$ cat src/rtl/cpuregs_pkg.sv
// Shared types and constants for the register-file port sequencer.
package cpuregs_pkg;

    typedef enum logic [2:0] {
        ST_INIT,
        ST_IDLE,
        ST_RD1,
        ST_RD2,
        ST_CAP2,
        ST_RSP
    } cpuregs_seq_state_t;

    localparam int CPUREGS_DEPTH     = 64;
    localparam int CPUREGS_ZERO_ADDR = 0;

endpackage

$ cat src/rtl/cpuregs_fwd_slot.sv
// One operand's write-forward slot: it catches writes to the latched address while a read is in flight.
// The flag and data are registered, and this block never stalls; the last matching write wins.
module cpuregs_fwd_slot #(
    parameter int ADDR_W = 6,
    parameter int DATA_W = 32
) (
    input  logic              clk,
    input  logic              rst,
    input  logic              clr_i,
    input  logic              win_i,
    input  logic              wen_i,
    input  logic [ADDR_W-1:0] addr_i,
    input  logic [ADDR_W-1:0] waddr_i,
    input  logic [DATA_W-1:0] wdata_i,
    output logic              fwd_vld_o,
    output logic [DATA_W-1:0] fwd_dat_o
);

    logic              fwd_vld_q, fwd_vld_d;
    logic [DATA_W-1:0] fwd_dat_q, fwd_dat_d;
    logic              hit;

    assign hit = win_i & wen_i & (waddr_i == addr_i);

    always_comb begin
        fwd_vld_d = fwd_vld_q;
        fwd_dat_d = fwd_dat_q;
        if (clr_i) begin
            fwd_vld_d = 1'b0;
        end else if (hit) begin
            fwd_vld_d = 1'b1;
            fwd_dat_d = wdata_i;
        end
    end

    always_ff @(posedge clk) begin
        if (rst) begin
            fwd_vld_q <= 1'b0;
            fwd_dat_q <= '0;
        end else begin
            fwd_vld_q <= fwd_vld_d;
            fwd_dat_q <= fwd_dat_d;
        end
    end

    assign fwd_vld_o = fwd_vld_q;
    assign fwd_dat_o = fwd_dat_q;

endmodule

$ cat src/rtl/cpuregs_port_sequencer.sv
// Serializes the rs1/rs2 reads onto the single BRAM read port, with x0 suppression, write forwarding and an optional zero-fill.
// An accepted request gives rsp_valid 3 cycles after acceptance, and the response is held until rsp_ready; req_ready is high only in IDLE.
module cpuregs_port_sequencer
    import cpuregs_pkg::*;
#(
    parameter int ADDR_W         = 6,
    parameter int DATA_W         = 32,
    parameter bit ZERO_REG       = 1'b1,
    parameter bit CLEAR_ON_RESET = 1'b1
) (
    input  logic              clk,
    input  logic              rst,
    input  logic              req_valid,
    output logic              req_ready,
    input  logic [ADDR_W-1:0] req_rs1,
    input  logic [ADDR_W-1:0] req_rs2,
    output logic              rsp_valid,
    input  logic              rsp_ready,
    output logic [DATA_W-1:0] rsp_rdata1,
    output logic [DATA_W-1:0] rsp_rdata2,
    input  logic              wen,
    input  logic [ADDR_W-1:0] waddr,
    input  logic [DATA_W-1:0] wdata,
    output logic              init_busy,
    output logic              ram_cea,
    output logic [ADDR_W-1:0] ram_addra,
    output logic [DATA_W-1:0] ram_dia,
    output logic [ADDR_W-1:0] ram_addrb,
    input  logic [DATA_W-1:0] ram_dob,
    output logic              ram_rsta,
    output logic              ram_rstb
);

    localparam cpuregs_seq_state_t RESET_STATE = CLEAR_ON_RESET ? ST_INIT : ST_IDLE;
    localparam logic [ADDR_W-1:0]  ZERO_ADDR   = ADDR_W'(CPUREGS_ZERO_ADDR);
    localparam logic [ADDR_W-1:0]  LAST_ADDR   = ADDR_W'(CPUREGS_DEPTH - 1);

    cpuregs_seq_state_t state_q, state_d;
    logic [ADDR_W-1:0]  init_cnt_q, init_cnt_d;
    logic [ADDR_W-1:0]  rs1_q, rs1_d, rs2_q, rs2_d;
    logic [DATA_W-1:0]  op1_q, op1_d, op2_q, op2_d;
    logic               req_ready_q;
    logic               in_init, accept, wr_acc;
    logic               fwd1_vld, fwd2_vld;
    logic [DATA_W-1:0]  fwd1_dat, fwd2_dat;

    function automatic logic is_zero(input logic [ADDR_W-1:0] a);
        return ZERO_REG && (a == ZERO_ADDR);
    endfunction

    assign in_init   = (state_q == ST_INIT);
    assign init_busy = in_init;
    assign accept    = (state_q == ST_IDLE) & req_valid & req_ready_q;
    assign wr_acc    = wen & ~rst & ~in_init & ~is_zero(waddr);

    assign ram_cea   = in_init ? ~rst : wr_acc;
    assign ram_addra = in_init ? init_cnt_q : waddr;
    assign ram_dia   = in_init ? '0 : wdata;
    assign ram_rsta  = 1'b0;
    assign ram_rstb  = 1'b0;

    assign req_ready = req_ready_q;
    assign rsp_valid = (state_q == ST_RSP);

    always_comb begin
        ram_addrb = '0;
        case (state_q)
            ST_RD1:  ram_addrb = rs1_q;
            ST_RD2:  ram_addrb = rs2_q;
            default: ram_addrb = '0;
        endcase
    end

    always_comb begin
        state_d    = state_q;
        init_cnt_d = init_cnt_q;
        rs1_d      = rs1_q;
        rs2_d      = rs2_q;
        op1_d      = op1_q;
        op2_d      = op2_q;
        case (state_q)
            ST_INIT: begin
                init_cnt_d = init_cnt_q + ADDR_W'(1);
                if (init_cnt_q == LAST_ADDR) state_d = ST_IDLE;
            end
            ST_IDLE: begin
                if (accept) begin
                    rs1_d   = req_rs1;
                    rs2_d   = req_rs2;
                    state_d = ST_RD1;
                end
            end
            ST_RD1:  state_d = ST_RD2;
            ST_RD2: begin
                op1_d   = ram_dob;
                state_d = ST_CAP2;
            end
            ST_CAP2: begin
                op2_d   = ram_dob;
                state_d = ST_RSP;
            end
            ST_RSP: begin
                if (rsp_ready) state_d = ST_IDLE;
            end
            default: state_d = RESET_STATE;
        endcase
    end

    always_ff @(posedge clk) begin
        if (rst) begin
            state_q     <= RESET_STATE;
            init_cnt_q  <= '0;
            rs1_q       <= '0;
            rs2_q       <= '0;
            op1_q       <= '0;
            op2_q       <= '0;
            req_ready_q <= ~CLEAR_ON_RESET;
        end else begin
            state_q     <= state_d;
            init_cnt_q  <= init_cnt_d;
            rs1_q       <= rs1_d;
            rs2_q       <= rs2_d;
            op1_q       <= op1_d;
            op2_q       <= op2_d;
            req_ready_q <= (state_d == ST_IDLE);
        end
    end

    // Operand 1 is captured at the end of RD2 and operand 2 at the end of CAP2, so their forwarding windows differ.
    cpuregs_fwd_slot #(.ADDR_W(ADDR_W), .DATA_W(DATA_W)) u_fwd1 (
        .clk       (clk),
        .rst       (rst),
        .clr_i     (accept),
        .win_i     ((state_q == ST_RD1) | (state_q == ST_RD2)),
        .wen_i     (wr_acc),
        .addr_i    (rs1_q),
        .waddr_i   (waddr),
        .wdata_i   (wdata),
        .fwd_vld_o (fwd1_vld),
        .fwd_dat_o (fwd1_dat)
    );

    cpuregs_fwd_slot #(.ADDR_W(ADDR_W), .DATA_W(DATA_W)) u_fwd2 (
        .clk       (clk),
        .rst       (rst),
        .clr_i     (accept),
        .win_i     ((state_q == ST_RD1) | (state_q == ST_RD2) | (state_q == ST_CAP2)),
        .wen_i     (wr_acc),
        .addr_i    (rs2_q),
        .waddr_i   (waddr),
        .wdata_i   (wdata),
        .fwd_vld_o (fwd2_vld),
        .fwd_dat_o (fwd2_dat)
    );

    assign rsp_rdata1 = is_zero(rs1_q) ? '0 : (fwd1_vld ? fwd1_dat : op1_q);
    assign rsp_rdata2 = is_zero(rs2_q) ? '0 : (fwd2_vld ? fwd2_dat : op2_q);

endmodule

$ cat config.mk
export PLATFORM = sky130hd
export DESIGN_NAME = cpuregs_port_sequencer
export DESIGN_NICKNAME = d
export VERILOG_FILES = /design/src/rtl/cpuregs_pkg.sv /design/src/rtl/cpuregs_fwd_slot.sv /design/src/rtl/cpuregs_port_sequencer.sv
export SDC_FILE = /design/constraint.sdc
export NUM_CORES = 1
export LEC_CHECK = 0
export ABC_CLOCK_PERIOD_IN_PS = 2600
export BUFFER_PORTS_ARGS = -buffer_cell sky130_fd_sc_hd__buf_2
export CAP_MARGIN = 15
export CELL_PAD_IN_SITES_DETAIL_PLACEMENT = 0
export CELL_PAD_IN_SITES_GLOBAL_PLACEMENT = 1
export CORE_ASPECT_RATIO = 1.2
export CORE_MARGIN = 2
export CORE_UTILIZATION = 39
export DETAILED_ROUTE_END_ITERATION = 12
export PLACE_DENSITY = 0.83
export SLEW_MARGIN = 20
export SYNTH_ARGS = -nofsm -noshare
export SYNTH_HDL_FRONTEND = slang
export SYNTH_HIERARCHICAL = 1
export SYNTH_SLANG_ARGS = --single-unit
$ cat constraint.sdc
create_clock -name clk -period 2.6 [get_ports clk]
set_clock_uncertainty 0.15 [all_clocks]
set_input_delay 0.39 -clock clk [delete_from_list [all_inputs] [get_ports clk]]
set_output_delay 0.39 -clock clk [all_outputs]
set_load 0.02 [all_outputs]
Word-level counts from Yosys, hierarchy flattened

Index checks and enable logic that the tools add are counted.

Output and inout port bits: 114
Memories: 0
Bits in registers: 152
Word-level logic and storage cells: 56
Input bits: 87
Bits in latches: 0
RAM bits: 0
Bits in read-only memories: 0

Divide/modulo/power cells: 0
Add/subtract/negate cells: 1
Magnitude comparators: 0
Mux-type cells: 12
Bitwise gates (word level): 15
Shift-type cells: 0
Eq/ne operators: 9
Reduce and logical (&&, ||, !) cells: 8
Multiply operators: 0

Operators by type and width:

| cell                  | number |
|---|---|
| $mux W32              | 5 |
| $logic_not A6 Y1      | 3 |
| $pmux W3 S6           | 1 |
| $eq A6 B6 Y1          | 2 |
| $pmux W6 S2           | 1 |
| $and A1 B1 Y1         | 9 |
| $mux W3               | 3 |
| $add A6 B1 Y6 const B | 1 |
| $eq A3 B1 Y1 const B  | 2 |
| $eq A3 B2 Y1 const B  | 2 |
| $eq A3 B3 Y1 const B  | 2 |
| $eq A6 B6 Y1 const B  | 1 |
| $mux W6               | 1 |
| $reduce_and A2 Y1     | 3 |
| $not A1 Y1            | 4 |
| $logic_not A3 Y1      | 1 |
| $or A1 B1 Y1          | 2 |
| $reduce_or A2 Y1      | 1 |
| $mux W1               | 1 |

Logic depth before layout (Yosys ltp)

Depth after elaboration: 7
Gate-level depth with buffers: 9
Depth with buffers taken out: 6

Cells and area by module

The synthesis kept the hierarchy.

Modules (own cells, without submodules):

| module                 | times used | cells each | area each (µm²) |
|---|---|---|---|
| cpuregs_port_sequencer | 1          | 586        | 4591.9 |
| cpuregs_fwd_slot       | 2          | 155        | 1574.0 |

Worst setup path after synthesis

No wires, ideal clock.

Path type: reg2reg
Start point: register state_q[2]
End point: register u_fwd1.fwd_dat_q[0], in the netlist u_fwd1/fwd_dat_o[0]
Period minus slack after synthesis: 2.395 ns
Setup slack: 0.205 ns
Data arrival time: 2.173 ns
Cell stages (with the launch flop): 10
Data required time: 2.378 ns
Cells stage by stage: dfxtp_1 -> buf_2 -> or3_4 -> inv_1 -> buf_2 -> nor3_1 -> o2111ai_2 -> nor4_4 -> buf_6 -> mux2i_1

Word-level cells in the longest chain between the ends: 7

RTL lines:

| item                        | line                          | RTL |
|---|---|---|
| from (decl)                 | cpuregs_port_sequencer.sv:38  | `cpuregs_seq_state_t state_q, state_d;` |
| from (signal assigned)      | cpuregs_port_sequencer.sv:119 | `state_q <= state_d;` |
| $logic_not A3 Y1            | cpuregs_port_sequencer.sv:51  | `assign in_init = (state_q == ST_INIT);` |
| via init_busy               | cpuregs_port_sequencer.sv:24  | `output logic init_busy,` |
| $not A1 Y1                  | cpuregs_port_sequencer.sv:54  | `assign wr_acc = wen & ~rst & ~in_init & ~is_zero(waddr);` |
| $and A1 B1 Y1 (2 in series) | cpuregs_port_sequencer.sv:54  |  |
| via wr_acc                  | cpuregs_port_sequencer.sv:43  | `logic in_init, accept, wr_acc;` |
| $and A1 B1 Y1 (2 in series) | cpuregs_fwd_slot.sv:23        | `assign hit = win_i & wen_i & (waddr_i == addr_i);` |
| $reduce_and A2 Y1 (no line) | -                             |  |
| to (signal assigned)        | cpuregs_fwd_slot.sv:42        | `fwd_dat_q <= fwd_dat_d;` |
| to (decl)                   | cpuregs_fwd_slot.sv:20        | `logic [DATA_W-1:0] fwd_dat_q, fwd_dat_d;` |

The timed path passes the listed nets, and every way through them passes these cells.
A chain may end at the register's enable or synchronous reset.

Worst setup path in the final report

Start point: register rs1_q[1]
End point: output rsp_rdata1[28]

Word-level cells in the longest chain between the ends: 2

RTL lines:

| item                   | line                          | RTL |
|---|---|---|
| from (decl)            | cpuregs_port_sequencer.sv:40  | `logic [ADDR_W-1:0] rs1_q, rs1_d, rs2_q, rs2_d;` |
| from (signal assigned) | cpuregs_port_sequencer.sv:121 | `rs1_q <= rs1_d;` |
| $logic_not A6 Y1       | cpuregs_port_sequencer.sv:48  | `return ZERO_REG && (a == ZERO_ADDR);` |
| $mux W32               | cpuregs_port_sequencer.sv:156 | `assign rsp_rdata1 = is_zero(rs1_q) ? '0 : (fwd1_vld ? fwd1_dat : op1_q);` |
| to (decl)              | cpuregs_port_sequencer.sv:19  | `output logic [DATA_W-1:0] rsp_rdata1,` |

No other way between the ends.

==> results_dict.tcl <==
set metrics [dict create \
    design.portCount 201 \
    crit_chain "or4_4, nor3_4, buf_12, clkbuf_16, nor2_2, buf_6" \
    ys_ff_latch 152 \
    p_per_area_nw_per_um2 524 \
    cts_max_level 4 \
    r2r_slack_ns 0.36 \
    finalMaxSlewViolations 0 \
    gr-usage-all-layers_pct 20.6 \
    area_growth_pct 30.3 \
    cts_made_buffers 17 \
    grt_max_degree 127 \
    ys_types 43 \
    grt_pass1_vias 6491 \
    clkLatencyLatePin_ns 0.43 \
    r2r-start "state_q[2]$_SDFF_PP0_" \
    ys_seq_area_share_pct 39.3 \
    hold-path-endpoint "op1_q[10]$_SDFFE_PP0N_" \
    antenna_found_initial 2 \
    dp_hpwl_mm 14.3 \
    wl_per_cell_um 16.4 \
    hp-class "in2reg" \
    p_total_mw 5.28 \
    root_buffer "clkbuf_16" \
    peakVddDrop_uv 457 \
    cts.sinks 152 \
    vias 6619 \
    drtAntennaViolNets 0 \
    ctsLongestPathBuffers 2 \
    initial_core_util_pct 39.7 \
    avgSynthCellArea_um2 8.64 \
    ys.warnings.count 6 \
    die_x_um 133 \
    critPathMaxStageDelay_ns 0.54 \
    synth_edf_count 0 \
    routabilityCongestion 0.816 \
    critPathMaxFanout 8 \
    worstRegToRegCells 7 \
    fmax_ghz 0.389 \
    design_area_um2 10100 \
    cp_data_required_time_ns 2.06 \
    n_fill_cell 1906 \
    drt-total-wl_mm 22.4 \
    place_area_um2 9040 \
    setup_viol 0 \
    rsz0062_at_grt "true" \
    cts_tree "done" \
    core-area_um2 19500 \
    end_kind "output pin" \
    final_common_cell "buf_2" \
    outcome "finished clean" \
    drive_gt1_share_pct 28.1 \
    tightestPinTransition_ns 0.970 \
    worstSetupStartpointType "register" \
    layout_common_cells "buf_2, mux2i_1, dfxtp_1" \
    clk_pin_slew_ns 0.06 \
    multi_input_area_um2 4370 \
    holdBufCountCts 0 \
    viasPerCell 4.86 \
    fin_util_pct 51.8 \
    die_area_um2 21000 \
    die_y_um 158 \
    grt_pass1_wl_mm 33.7 \
    drtIter0Drc 407 \
    cp.arrival_ns 2.03 \
    finalWorstSetupSlack_ns 0.0291 \
    finalHoldViolations 0 \
    port_buffers 198 \
    seqCellArea_um2 3060 \
    min_from "ram_dob[10]" \
    worstSetupPathType "reg2out" \
    cp_slowest_cell "or4_4" \
    ys_async_sr_fraction_pct 0 \
    r2r_end "u_fwd1/fwd_dat_o[18]$_SDFFE_PP0P_" \
    maxSlewHeadroom_pct 35.3 \
    p_leak_nw 3.81 \
    rows 56 \
    mappedNetlistArea_um2 7740 \
    drtPass1Iterations 5 \
    ys.flop_type "dfxtp_1" \
    fin_crit_ns 2.57 \
    fin_nets 1176 \
    syn_inst 896 \
    placed_cells 1317 \
    stdcell_count 1362 \
    pre_cts_slack_ns -0.361 \
    drc 0 \
    period_share_pct 98.9 \
    grt.overflow.total 0 \
    maxCapViolations 0 \
    holdPathStages 3 \
]
==> sequential cells by signal, indices dropped and copies added, names as in the netlist, 3 cells and up <==
name / cells
init_cnt_q: 6
op1_q: 32
op2_q: 32
rs1_q: 6
rs2_q: 6
state_q: 3
u_fwd1/fwd_dat_o: 32
u_fwd2/fwd_dat_o: 32
==> routing by layer <==
layer  GRT usage (%)  up-vias  wire length (µm)
met5               0        -                 0
met4            7.78        0               456
met3            5.13       26              1280
met2            36.2      151             11100
met1            24.3     3104              9560
li1                -     3338                 -
==> logic make-up (layout without fill, tap and decap cells) <==
logic type,count (synthesis),count (layout),share of synthesized area (%)
muxes,167,167,21.6
DFF,152,152,39.3
adders and majority gates,1,1,0.162
and+or+nand+nor,405,405,26.7
AOI/OAI and AO/OA,81,81,5.92
xor gates and xnor gates,7,7,0.986
buffers and inverters,82,284,5.25
other,1,4,0.0485
==> metrics by stage <==
step,hold WS [ns],TNS (ns)
6_report,0.0577,0
5_1_grt,0.0512,-0.539
4_1_cts,0.0496,-0.0248
3_5_place_dp,0.297,-8.10
3_3_place_gp,0.291,-7.42
2_1_floorplan,0.286,0
==> area by class of cell <==
| cell class | instances | share of cell area (%) |
|---|---|---|
| inverters | 10 | 0.372 |
| multi-input cells | 663 | 43.3 |
| repair buffers | 244 | 16.4 |
| clock buffers | 22 | 4.60 |
| diodes | 2 | 0.0496 |
| clock inverters | 8 | 1.69 |
| well taps | 261 | 3.24 |
| flip-flops and latches | 152 | 30.3 |
==> repair_timing <==
action / in CTS / in global routing
buffers inserted: 5 / 3
setup endpoints to repair: 65 / 62
gates cloned: 1 / 4
pin swaps: 1 / 2
resized for setup: 6 / 66
==> how the worst max path moves through the flow <==
| stage | from | end | slack [ns] |
|---|---|---|---|
| after floorplan | state_q[2]$_SDFF_PP0_ | u_fwd1/fwd_dat_o[0]$_SDFFE_PP0P_ | 0.21 |
| after global placement | waddr[3] | u_fwd2/fwd_dat_o[3]$_SDFFE_PP0P_ | -0.31 |
| after detailed placement | waddr[3] | u_fwd2/fwd_dat_o[16]$_SDFFE_PP0P_ | -0.36 |
| after CTS | rs1_q[1]$_SDFFE_PP0P_ | rsp_rdata1[3] | -0.009 |
| after global routing | rs1_q[1]$_SDFFE_PP0P_ | rsp_rdata1[8] | -0.04 |
| final | rs1_q[1]$_SDFFE_PP0P_ | rsp_rdata1[28] | 0.03 |
==> worst max-delay path, delay by kind of cell, from the launching register on <==
family / cells / cell delay (ns)
flops: 1 / 0.35
buf+inv: 3 / 0.48
simple gates: 3 / 0.76
==> synthesized netlist by cell type (2+ instances only) <==
library cell  number  share of area (%)
mux2i_1          166                 21
buf_1              3               0.15
nor3_1             2               0.13
and3_1             2               0.16
o2111ai_2          2               0.39
o21ai_0           16                1.0
a21oi_1           51                3.3
nand2b_1         129                 10
nor4_4             2               0.55
a221o_1            2               0.26
xnor2_1            5               0.57
buf_4              5               0.49
or2_2              2               0.16
nand3_1           15               0.97
or3_1              3               0.24
buf_6              8                1.2
nor2_1           110                5.3
and2_1            32                2.6
nor3_2             2               0.26
o21a_1             3               0.29
buf_2             16                1.0
o22ai_1            2               0.16
dfxtp_1          152                 39
nor2b_1            3               0.24
nand2_1           90                4.4
inv_1             10               0.49
xnor2_2            2               0.42
clkbuf_1          40                1.9
nor4_1             2               0.16
or4_1              3               0.29
nand3b_1           4               0.39
==> report_power, final <==
group          switching (mW)  internal, mW  total (mW)  leakage [nW]
Combinational           0.140         0.116       0.255          2.28
Sequential            0.00454          2.33        2.34          1.23
Clock                   0.951          1.74        2.69         0.302
Total                    1.10          4.19        5.28          3.81
Power figures use the tool's default switching activity.
